<file path="config.mk">
export PLATFORM = sky130hd
export DESIGN_NAME = flag_ctrl
export DESIGN_NICKNAME = d
export VERILOG_FILES = /design/src/rtl/flag_ctrl.sv
export SDC_FILE = /design/constraint.sdc
export NUM_CORES = 1
export LEC_CHECK = 0
export CORE_MARGIN = 2
export CORE_UTILIZATION = 41
export CTS_CLUSTER_SIZE = 40
export DETAILED_ROUTE_END_ITERATION = 6
export GPL_ROUTABILITY_DRIVEN = 0
export MAX_ROUTING_LAYER = met4
export PLACE_DENSITY = 0.7
export RECOVER_POWER = 100
export SETUP_SLACK_MARGIN = 0.3
export SLEW_MARGIN = 15
export SYNTH_ARGS = -nofsm -noshare
export SYNTH_HDL_FRONTEND = slang
export SYNTH_SLANG_ARGS = --single-unit
</file>
<file path="constraint.sdc">
create_clock -name clk -period 2.15 [get_ports clk]
set_input_delay 0.3225 -clock clk [delete_from_list [all_inputs] [get_ports clk]]
set_output_delay 0.3225 -clock clk [all_outputs]
set_load 0.1 [all_outputs]
</file>
<file path="src/rtl/flag_ctrl.sv">
// flag_ctrl: arbitrates ALU flag writes against clear/save/restore of a small flag save stack.
// Optional registered branch-condition evaluator is enabled by defining FLAG_CTRL_COND_EN.
module flag_ctrl #(
  parameter int DEPTH = 4
) (
  input  logic       clk,
  input  logic       rst_n,
  input  logic       alu_valid,
  input  logic       alu_cb_valid,
  input  logic       alu_c,
  input  logic       alu_z,
  input  logic       alu_b,
  input  logic       save_req,
  input  logic       restore_req,
  input  logic       clr_req,
  input  logic       flag_c,
  input  logic       flag_z,
  input  logic       flag_b,
  input  logic [2:0] cond_sel,
  output logic       flag_rst,
  output logic       flag_cb_valid,
  output logic       flag_c_in,
  output logic       flag_z_in,
  output logic       flag_b_in,
  output logic       alu_stall,
  output logic       save_ack,
  output logic       restore_ack,
  output logic       clr_ack,
  output logic       stk_full,
  output logic       stk_empty,
  output logic       stk_err,
  output logic       busy,
  output logic       cond_true
);

  localparam int AW = $clog2(DEPTH);
  localparam logic [AW:0] FULL_CNT = (AW+1)'(DEPTH);

  typedef enum logic [1:0] {IDLE, CLEAR, PUSH, POP} state_t;

  state_t        state, state_nxt;
  logic [AW:0]   count;
  logic [AW-1:0] wr_ptr, rd_ptr;
  logic [2:0]    stack_mem [DEPTH];
  logic          any_req, alu_grant;

  assign any_req   = clr_req | restore_req | save_req;
  assign alu_grant = (state == IDLE) & alu_valid & ~any_req;
  assign alu_stall = alu_valid & ~alu_grant;
  assign stk_full  = (count == FULL_CNT);
  assign stk_empty = (count == '0);
  assign busy      = (state != IDLE);
  assign wr_ptr    = count[AW-1:0];
  assign rd_ptr    = wr_ptr - AW'(1);

  always_ff @(posedge clk or negedge rst_n) begin
    if (!rst_n) state <= IDLE;
    else        state <= state_nxt;
  end

  always_comb begin
    state_nxt = IDLE;
    if (state == IDLE) begin
      if (clr_req)          state_nxt = CLEAR;
      else if (restore_req) state_nxt = POP;
      else if (save_req)    state_nxt = PUSH;
    end
  end

  // Default is to hold the flag register; ops and granted ALU writes override it.
  always_comb begin
    flag_rst      = 1'b0;
    flag_cb_valid = 1'b0;
    flag_c_in     = flag_c;
    flag_z_in     = flag_z;
    flag_b_in     = flag_b;
    save_ack      = 1'b0;
    restore_ack   = 1'b0;
    clr_ack       = 1'b0;
    case (state)
      IDLE: begin
        if (alu_grant) begin
          flag_c_in     = alu_c;
          flag_z_in     = alu_z;
          flag_b_in     = alu_b;
          flag_cb_valid = alu_cb_valid;
        end
      end
      CLEAR: begin
        flag_rst = 1'b1;
        clr_ack  = 1'b1;
      end
      PUSH: save_ack = 1'b1;
      POP: begin
        restore_ack = 1'b1;
        if (!stk_empty) begin
          {flag_c_in, flag_z_in, flag_b_in} = stack_mem[rd_ptr];
          flag_cb_valid = 1'b1;
        end
      end
      default: ;
    endcase
    if (!rst_n) flag_rst = 1'b1;
  end

  always_ff @(posedge clk or negedge rst_n) begin
    if (!rst_n) begin
      count   <= '0;
      stk_err <= 1'b0;
    end else begin
      case (state)
        CLEAR: stk_err <= 1'b0;
        PUSH: begin
          if (stk_full) stk_err <= 1'b1;
          else          count   <= count + (AW+1)'(1);
        end
        POP: begin
          if (stk_empty) stk_err <= 1'b1;
          else           count   <= count - (AW+1)'(1);
        end
        default: ;
      endcase
    end
  end

  // Storage is deliberately not reset; count alone defines which entries are live.
  always_ff @(posedge clk) begin
    if (state == PUSH && !stk_full) stack_mem[wr_ptr] <= {flag_c, flag_z, flag_b};
  end

`ifdef FLAG_CTRL_COND_EN
  logic cond_nxt;

  always_comb begin
    cond_nxt = 1'b1;
    case (cond_sel)
      3'd0: cond_nxt = 1'b1;
      3'd1: cond_nxt = flag_z;
      3'd2: cond_nxt = ~flag_z;
      3'd3: cond_nxt = flag_c;
      3'd4: cond_nxt = ~flag_c;
      3'd5: cond_nxt = flag_b;
      3'd6: cond_nxt = ~flag_b;
      3'd7: cond_nxt = flag_c & ~flag_z;
      default: cond_nxt = 1'b1;
    endcase
  end

  always_ff @(posedge clk or negedge rst_n) begin
    if (!rst_n) cond_true <= 1'b0;
    else        cond_true <= cond_nxt;
  end
`else
  logic unused_cond;
  assign unused_cond = ^cond_sel;
  assign cond_true   = 1'b0;
`endif

endmodule
</file>
; Yosys cells after proc, flatten, opt, wreduce, memory -nomap -nowiden
; Memory sizes are Yosys's and may differ from the RTL's.
; Cells that the tools add are included.
[totals]
register_bits = 6
ramBits = 12
input_bits = 16
word_cells = 59
memories = 1
[op_classes]
addsub = 3
n_eq_ne = 8
muxes = 28
bitwise = 7
reduce_logical = 9
[mem_list]
columns = memory, depth, width, read_ports, rd_ports_with_merged_regs, write_ports, line_no
row1 = stack_mem, 4, 3, 1, 0, 1, 44  ; logic [2:0] stack_mem [DEPTH];
[op_table]
columns = op, count
row1 = two-way mux 1 bit, 16
row2 = two-way mux 2 bit, 4
row3 = inequality test 2 bit (second input constant), 4
row4 = case mux 1 bit (2 select lines), 4
row5 = two-way mux 3 bit, 2
row6 = case mux 3 bit (2 select lines), 1
row7 = AND reduction 3 bit, 2
row8 = equality test 2 bit (second input constant), 2
row9 = nonzero test 2 bit, 2
row10 = adder 3 x 1 -> 3 bit (second input constant), 1
row11 = bitwise AND 1 bit, 3
row12 = equality test 3 bit (second input constant), 1
row13 = logical NOT 3 bit, 1
row14 = case mux 1 bit (3 select lines), 1
row15 = nonzero test 3 bit, 1
row16 = subtractor 3 x 1 -> 3 bit (second input constant), 1
row17 = equality test 2 x 1 -> 1 bit (second input constant), 1
row18 = logical NOT 2 bit, 1
row19 = NOT 1 bit, 2
row20 = OR 1 bit, 2
row21 = subtractor 2 x 1 -> 2 bit (second input constant), 1
row22 = logical AND 1 bit, 1
row23 = logical NOT 1 bit, 1

; Depth between registers and ports, before layout
; Gate-level depths: netlist of run 1.
[depth]
depth_word = 6
mapped_depth = 7
ltp_nobuf = 6

; Least setup slack after synthesis of run 1
; No wires, ideal clock.
[synth_path]
path_kind = reg2out
from = reg count[0]
to = out flag_b_in
arrival_time_ns = 3.413
setup_slack_ns = -1.585
stages_incl_launch_ff = 6
path_buffers = 0
path_cell_list = dfrtp_1 > inv_1 > ha_1 > nor2b_1 > a21o_1 > a221o_1
[synth_via]
elab_chain_cells = 4
elab_cells_between_ends = 5
classes_between = add/sub (1) / mux (2) / reduce/logical (1) / memory (1)
[synth_lines]
columns = element, line_no
row1 = start: declaration, 42  ; logic [AW:0] count;
row2 = start signal: assignment, 115  ; else count <= count + (AW+1)'(1);
row3 = start signal: assignment, 119  ; else count <= count - (AW+1)'(1);
row4 = subtractor 2 x 1 -> 2 bit, 54  ; assign rd_ptr = wr_ptr - AW'(1);
row5 = via rd_ptr[0], 43  ; logic [AW-1:0] wr_ptr, rd_ptr;
row6 = memory (4 x 3 bit), --
row7 = two-way mux 1 bit, 96  ; if (!stk_empty) begin
row8 = case mux 1 bit (2 select lines), 80  ; case (state)
row9 = end: declaration, 24  ; output logic flag_b_in,
; The timed path passes the listed nets, and every way through them passes these cells.

; Final worst setup path of run 1
[layout_path]
from = reg count[0]
to = out flag_c_in
[layout_via]
elab_chain_cells = 4
elab_cells_between_ends = 5
classes_between = add/sub (1) / mux (2) / reduce/logical (1) / memory (1)
[layout_lines]
columns = element, line_no
row1 = subtractor 2 x 1 -> 2 bit, 54
row2 = via rd_ptr[0], 43
row3 = memory (4 x 3 bit), --
row4 = two-way mux 1 bit, 96
row5 = case mux 1 bit (2 select lines), 80
row6 = end: declaration, 22  ; output logic flag_c_in,
; The timed path passes the listed nets, and every way through them passes these cells.

==> metrics.md, run 1 <==
| Metric | Value |
|---|---|
| Hpwl dp | `1.804 mm` |
| Worst-Margin Slew | `541.0 ps` |
| FMAX | `437.8 MHz` |
| Row Count | `18` |
| Cell count after synthesis | `88` |
| Most common cell in the netlist | `edfxtp_1` |
| Clock group share of total power | `0.076` |
| Top-area cell type share of the netlist area | `0.3345` |
| Synth area leader | `edfxtp_1` |
| Post-CTS Hold Buffers | `0` |
| Period minus WS final | `2284 ps` |
| Clk Latency, worst-skew pair | `300 ps` |
| Core Region | `0.002477 mm2` |
| Antenna violations before repair | `0` |
| Critical Path End | `flag_c_in` |
| Diode count | `0` |
| Area Overhead vs Synth | `71.43%` |
| Largest cells by area after synthesis | `edfxtp_1 33%, dfrtp_1 14%, ha_1 9.3%, mux4_2 6.3%, a221o_1 3.7%` |
| Cell internal pwr | `0.001268 W` |
| First-pass GRT wire length | `4.650 mm` |
| Register area | `511.7 um2` |
| Critical Path RT | `1830 ps` |
| Residual DRC count | `0` |
| Number of global-route vias before repair | `931` |
| Max-slew headroom | `0.6409` |
| Sw Ratio | `0.4577` |
| Main synth FF type | `edfxtp_1` |
| Failing checks | `setup timing` |
| Nets@finish | `171` |
| Clock buffer depth | `2` |
| Port Buffers | `25` |
| Design area | `0.001847 mm2` |
| Share of cells above drive strength 1 | `0.5241` |
| H-tree depth | `1` |
| Net Sw Power | `0.001070 W` |
| Reg2reg path depth | `7` |
| R2r setup slk | `100 ps` |
| Die area | `0.003054 mm2` |
| Die X | `55.26 um` |
| CP max FO | `3` |
| Final Hold Viols | `0` |
| Synth async-reset ratio | `0.3333` |
| Post-Place Cell Area | `0.001645 mm2` |
| Die Height | `55.26 um` |
| Drt total wl | `2.847 mm` |
| Slowest CP cell | `dfrtp_2` |
| DRT Pass-1 Iters | `4` |
| Synth Register Bits | `18` |
| Final setup vio count | `4` |
| Max-Cap Viols | `0` |
| Largest net degree at the start of global routing | `12` |
| Outcome | `complete, but fails checks` |
| CTS tree | `done` |
| Drt wl/cell | `16.27 um` |
| Fin crit share | `1.062` |
| Number of flops mapped to enable cells by yosys | `12` |
| Num CTS Buffers | `3` |
| Hold Crit Depth | `3` |
| P_leak | `0.7869 nW` |
| Reg2reg end | `count[2]` |
| Peak VDD IR | `932.1 uV` |
| IO Pins | `30` |
| Setup TNS | `-434.3 ps` |
| Root buffer cell | `clkbuf_4` |
| Reg power frac | `0.212` |
| Crit path arrival time | `1960 ps` |
| Worst-path clk slew | `100 ps` |
| Via/cell ratio | `5.263` |
| Synth cell types | `33` |
| Worst setup EP type | `primary output` |
| FF-to-FF Start | `state[0]` |
| Worst setup margin | `-134.2 ps` |
| Worst setup startpoint | `count[0]` |
| Combinational group share of total power | `0.712` |
| Worst hold path type | `in -> reg` |
| Commonest cells in the netlist | `12 x edfxtp_1, 8 x ha_1, 7 x inv_1` |
| Yosys warning count | `0` |
| CP Launch Type | `flop` |
| Via count | `921` |
| Sequential-to-total area share from yosys stat | `0.4739` |
| Final Max Slew Viols | `0` |
| Worst setup path category | `reg -> out` |
| CTS Sinks | `18` |
| Multi-input logic area | `685.7 um2` |
| Critical Path, Cell by Cell | `inv_4 -> ha_4 -> mux4_2 -> a221o_4 -> buf_12` |
| Initial drt markers | `34` |
| Synthesized cell area | `0.001077 mm2` |
| Initial Util | `0.4348` |
| Power Density | `1266 mW/mm2` |
| Gr usage total | `0.2059` |
| Fillers | `165` |
| Syn avg cell area | `12.24 um2` |
| Grt total ovfl | `0` |
| Hold WS | `491.4 ps` |
| Unrepaired setup endpoints after global routing | `true` |
| Crit-path max cell delay | `440 ps` |
| Synth Net Count | `113` |
| Clock Skews | `2.342 ps` |
| Post-DRT Antenna Nets | `0` |
==> how the worst min path moves through the flow <==
| stage | startpoint | endpoint | slack, ps |
|---|---|---|---|
| 2_1_floorplan | rst_n | count[0] | 30 |
| 3_3_place_gp | stk_err | stk_err | 540 |
| 3_5_place_dp | stk_err | stk_err | 560 |
| 4_1_cts | rst_n | state[1] | 390 |
| 5_1_grt | save_req | state[1] | 470 |
| 6_report | save_req | state[1] | 490 |
==> repair_timing <==
item | CTS | global route
pin swaps | 7 | 1
buffers inserted | 16 | 5
endpoints found under the setup margin | 8 | 10
gates resized for setup | 16 | 14
==> critical path, delay by kind of cell, from the launching register on <==
kind,cells,cell delay [ps]
AO/OA/AOI/OAI,1,410
buffers and inverters,2,220
flip-flops,1,440
adder cells (fa/ha/maj),1,280
multiplexers,1,300
==> routing by layer <==
layer  track usage  vias to the layer above  wire length [um]
met1        0.2641                      442              1173
met5             -                        -                 0
met2        0.3112                       31              1462
met3       0.04450                        8               130
li1              -                      440                 -
met4       0.09756                        0                81
==> cells in the final DEF (no fill, tap or decap), drive strengths merged, types with 2 or more instances in the layout <==
| master | instances |
|---|---|
| buf | 37 |
| edfxtp | 12 |
| clkbuf | 10 |
| ha | 8 |
| inv | 6 |
| dfrtp | 6 |
| nor2 | 5 |
| clkdlybuf4s50 | 5 |
| nand2 | 5 |
| mux2i | 4 |
| and3 | 4 |
| dlygate4sd2 | 4 |
| a221o | 4 |
| mux4 | 3 |
| nand3b | 3 |
| dlygate4sd3 | 3 |
| nand2b | 3 |
| o21ai | 2 |
| nor3 | 2 |
| a21oi | 2 |
==> registers in the layout, indices dropped and copies added, names as in the netlist <==
signal	flops
count	3
state	2
stk_err	1
stack_mem	12
==> metrics by stage <==
step / setup WS (ps) / util / cells / power, W
6_report: -134.2 / 0.7455 / 175 / 0.002338
4_1_cts: -114.8 / 0.7465 / 170 / 0.002243
2_1_floorplan: -141.1 / - / 88 / 0.001433
3_3_place_gp: -15.60 / 0.6641 / 150 / 0.001846
5_1_grt: -186.0 / 0.7455 / 175 / 0.002455
3_5_place_dp: -39.75 / 0.6641 / 150 / 0.001875
==> final cells by class <==
class,count,area share
repair buffers,56,0.2995
flip-flops and latches,18,0.2771
inverters,7,0.01762
well taps,30,0.02033
multi-input cells,60,0.3713
clock inverters,1,0.002033
clock buffers,3,0.01220
==> power groups by stage <==
stage               clock, W  combinational, W  sequential [W]
floorplan                  0          0.000913        0.000520
global placement           0           0.00135        0.000500
detailed placement         0           0.00137        0.000507
CTS                 0.000174           0.00159        0.000481
global route        0.000195           0.00176        0.000503
finish              0.000177           0.00166        0.000497
==> cells by family (layout without fill, tap and decap cells) <==
group | count (synthesis) | in the layout | share of synthesized area
other | 1 | 1 | 0.003481
and+or+nand+nor | 28 | 28 | 0.1614
buffers and inverters | 10 | 67 | 0.03949
DFF | 18 | 18 | 0.4739
AOI/OAI and AO/OA | 13 | 13 | 0.09177
xor gates and xnor gates | 1 | 1 | 0.008132
muxes | 8 | 8 | 0.1103
adders and majority gates | 9 | 9 | 0.1115
(Power assumes the default switching activity.)
==> inputs of run 2 (changes only) <==
--- a/config.mk
+++ b/config.mk
@@ -7,10 +7,10 @@
 export LEC_CHECK = 0
 export CORE_MARGIN = 2
-export CORE_UTILIZATION = 41
+export CORE_UTILIZATION = 47
 export CTS_CLUSTER_SIZE = 40
 export DETAILED_ROUTE_END_ITERATION = 6
 export GPL_ROUTABILITY_DRIVEN = 0
 export MAX_ROUTING_LAYER = met4
-export PLACE_DENSITY = 0.7
+export PLACE_DENSITY = 0.79
 export RECOVER_POWER = 100
 export SETUP_SLACK_MARGIN = 0.3
@@ -19,2 +19,3 @@
 export SYNTH_HDL_FRONTEND = slang
 export SYNTH_SLANG_ARGS = --single-unit
+export TNS_END_PERCENT = 10
==> constraint.sdc (replaced) <==
create_clock -name clk -period 2.15 [get_ports clk]
set_input_delay 0.3225 -clock clk [delete_from_list [all_inputs] [get_ports clk]]
set_output_delay 0.3225 -clock clk [all_outputs]
set_load 0.05 [all_outputs]
==> metrics.md, run 2 (synthesis gave the netlist of run 1 again) <==
| Metric | Value |
|---|---|
| Peak VDD IR | `864.0 uV (-7.3%)` |
| Antenna violations before repair | `0 (unchanged)` |
| Grt total ovfl | `0 (unchanged)` |
| Via count | `811 (-12%)` |
| Max-Cap Viols | `0 (unchanged)` |
| Fin crit share | `1.040 (-0.02292)` |
| Post-CTS Hold Buffers | `0 (unchanged)` |
| Die X | `51.88 um (-6.1%)` |
| Clock Skews | `4.297 ps (+1.955 ps)` |
| Root buffer cell | `clkbuf_4` |
| Drt total wl | `2.293 mm (-19%)` |
| Die Height | `51.88 um (-6.1%)` |
| Initial drt markers | `14 (-59%)` |
| CP Launch Type | `flop` |
| DRT Pass-1 Iters | `4 (unchanged)` |
| Worst-path clk slew | `100 ps (about the same)` |
| Max-slew headroom | `0.5932 (-0.04770)` |
| Crit path arrival time | `1910 ps (-50 ps)` |
| CTS tree | `done` |
| Number of global-route vias before repair | `776 (-17%)` |
| Residual DRC count | `0 (unchanged)` |
| Worst setup startpoint | `count[0]` |
| Core Region | `0.002191 mm2 (-12%)` |
| H-tree depth | `1 (unchanged)` |
| Worst setup margin | `-84.95 ps (+49.29 ps)` |
| Final setup vio count | `3 (-1)` |
| Diode count | `0 (unchanged)` |
| Drt wl/cell | `15.19 um (-6.7%)` |
| GR Util met3 | `0.04310 (-0.001393)` |
| Final Hold Viols | `0 (unchanged)` |
| Port Buffers | `25 (unchanged)` |
| P_leak | `0.6109 nW (-22%)` |
| CP max FO | `4 (+1)` |
| Critical Path RT | `1830 ps (about the same)` |
| Die area | `0.002691 mm2 (-12%)` |
| Final Max Slew Viols | `0 (unchanged)` |
| FMAX | `447.4 MHz (+2.2%)` |
| Top reg by flops | `stack_mem` |
| Commonest non-fill, non-tap cells in the layout | `12 x edfxtp_1, 6 x clkbuf_1, 6 x buf_12, 6 x buf_4` |
| Period minus WS final | `2235 ps (-49.29 ps)` |
| Largest register FFs | `12 (unchanged)` |
| Nets@finish | `149 (-13%)` |
| Power Density | `1165 mW/mm2 (-8.0%)` |
| Worst-Margin Slew | `612.9 ps (+71.87 ps)` |
| Worst hold path type | `in -> async` |
| Post-DRT Antenna Nets | `0 (unchanged)` |
| FF-to-FF Start | `state[0]` |
| First-pass GRT wire length | `3.622 mm (-22%)` |
| Initial Util | `0.4917 (+0.05687)` |
| Hpwl dp | `1.712 mm (-5.1%)` |
| Unrepaired setup endpoints after global routing | `true` |
| M1 GR Usage | `0.2500 (-0.01412)` |
| Final core area utilization | `0.6887 (-0.05671)` |
| PnR Total Power | `0.001757 W (-25%)` |
| Dpl ws | `-68.57 ps (-28.81 ps)` |
| Met2 usage | `0.3017 (-0.009537)` |
| Clock buffer depth | `2 (unchanged)` |
| CTS Sinks | `18 (unchanged)` |
| Failing checks | `setup timing` |
| IO Pins | `30 (unchanged)` |
| Largest regs | `stack_mem (12), count (3), state (2)` |
| Row Count | `17 (-1)` |
| Setup TNS | `-205.3 ps (+229.0 ps)` |
| Num CTS Buffers | `3 (unchanged)` |
| Share of cells above drive strength 1 | `0.3008 (-0.2233)` |
| Fillers | `163 (-1.2%)` |
| Most common cell after layout, fill and taps aside | `edfxtp_1` |
| Busiest grt layer | `met2` |
| Gr usage total | `0.1919 (-0.01406)` |
| Worst setup path category | `reg -> out` |
| Clk Latency, worst-skew pair | `300 ps (about the same)` |
| Largest net degree at the start of global routing | `13 (+1)` |
| Via/cell ratio | `5.371 (+2.1%)` |
| Outcome | `complete, but fails checks` |
| Area Overhead vs Synth | `40.07%` |
| Worst setup EP type | `primary output` |
run 2: cell type report:
| class | count | area (um2) | area share |
|---|---|---|---|
| timing repair buffer | 34 | 335.3 | 0.2222 |
| multi-input combinational | 60 | 569.3 | 0.3773 |
| inverter | 7 | 31.28 | 0.02073 |
| clock buffer | 3 | 22.52 | 0.01493 |
| clock inverter | 1 | 3.754 | 0.002488 |
| sequential | 18 | 511.7 | 0.3391 |
| tap | 28 | 35.03 | 0.02322 |
run 2: report_power, final:
group          switching, W  internal, W  leakage (nW)
clock network      0.000102    0.0000677        0.0154
logic              0.000563     0.000544         0.413
registers         0.0000551     0.000426         0.182
run 2: worst max-delay path, stage by stage, from the launching register on:
cell and delay [ps]:
dfrtp_2 420, inv_4 70, ha_4 280, mux4_2 300
a221o_2 390, buf_12 150
run 2: final timing paths:
kind                       slack, ps         to  depth (start not counted)
max in group asynchronous       1420   count[0]                          2
hold / removal                   460   state[0]                          2
min in group clk                 470   state[1]                          3
hold reg to reg                  600    stk_err                          2
setup reg to reg                 130   count[2]                          6
setup / recovery                 -80  flag_c_in                          5
run 2: per-layer routing:
layer / up-vias / part of all wire
li1: 396 / -
met1: 395 / 0.42
met2: 18 / 0.53
met3: 2 / 0.034
met5: - / 0
met4: 0 / 0.010
run 2: metrics by stage:
step / hold WS, ps / cell area [um2] / cells
after floorplan: 26.91 / 1137 / 88
after detailed placement: 555.5 / 1490 / 142
after global placement: 540.9 / 1490 / 142
after global routing: 480.5 / 1509 / 151
after CTS: 321.4 / 1546 / 149
final: 460.6 / 1509 / 151
run 2: repair_timing:
| item | 4_1_cts | 5_1_grt |
|---|---|---|
| pin swaps | 8 | 5 |
| setup buffers | 3 | 2 |
| resized for setup | 7 | 10 |
| setup endpoints to repair | 9 | 8 |
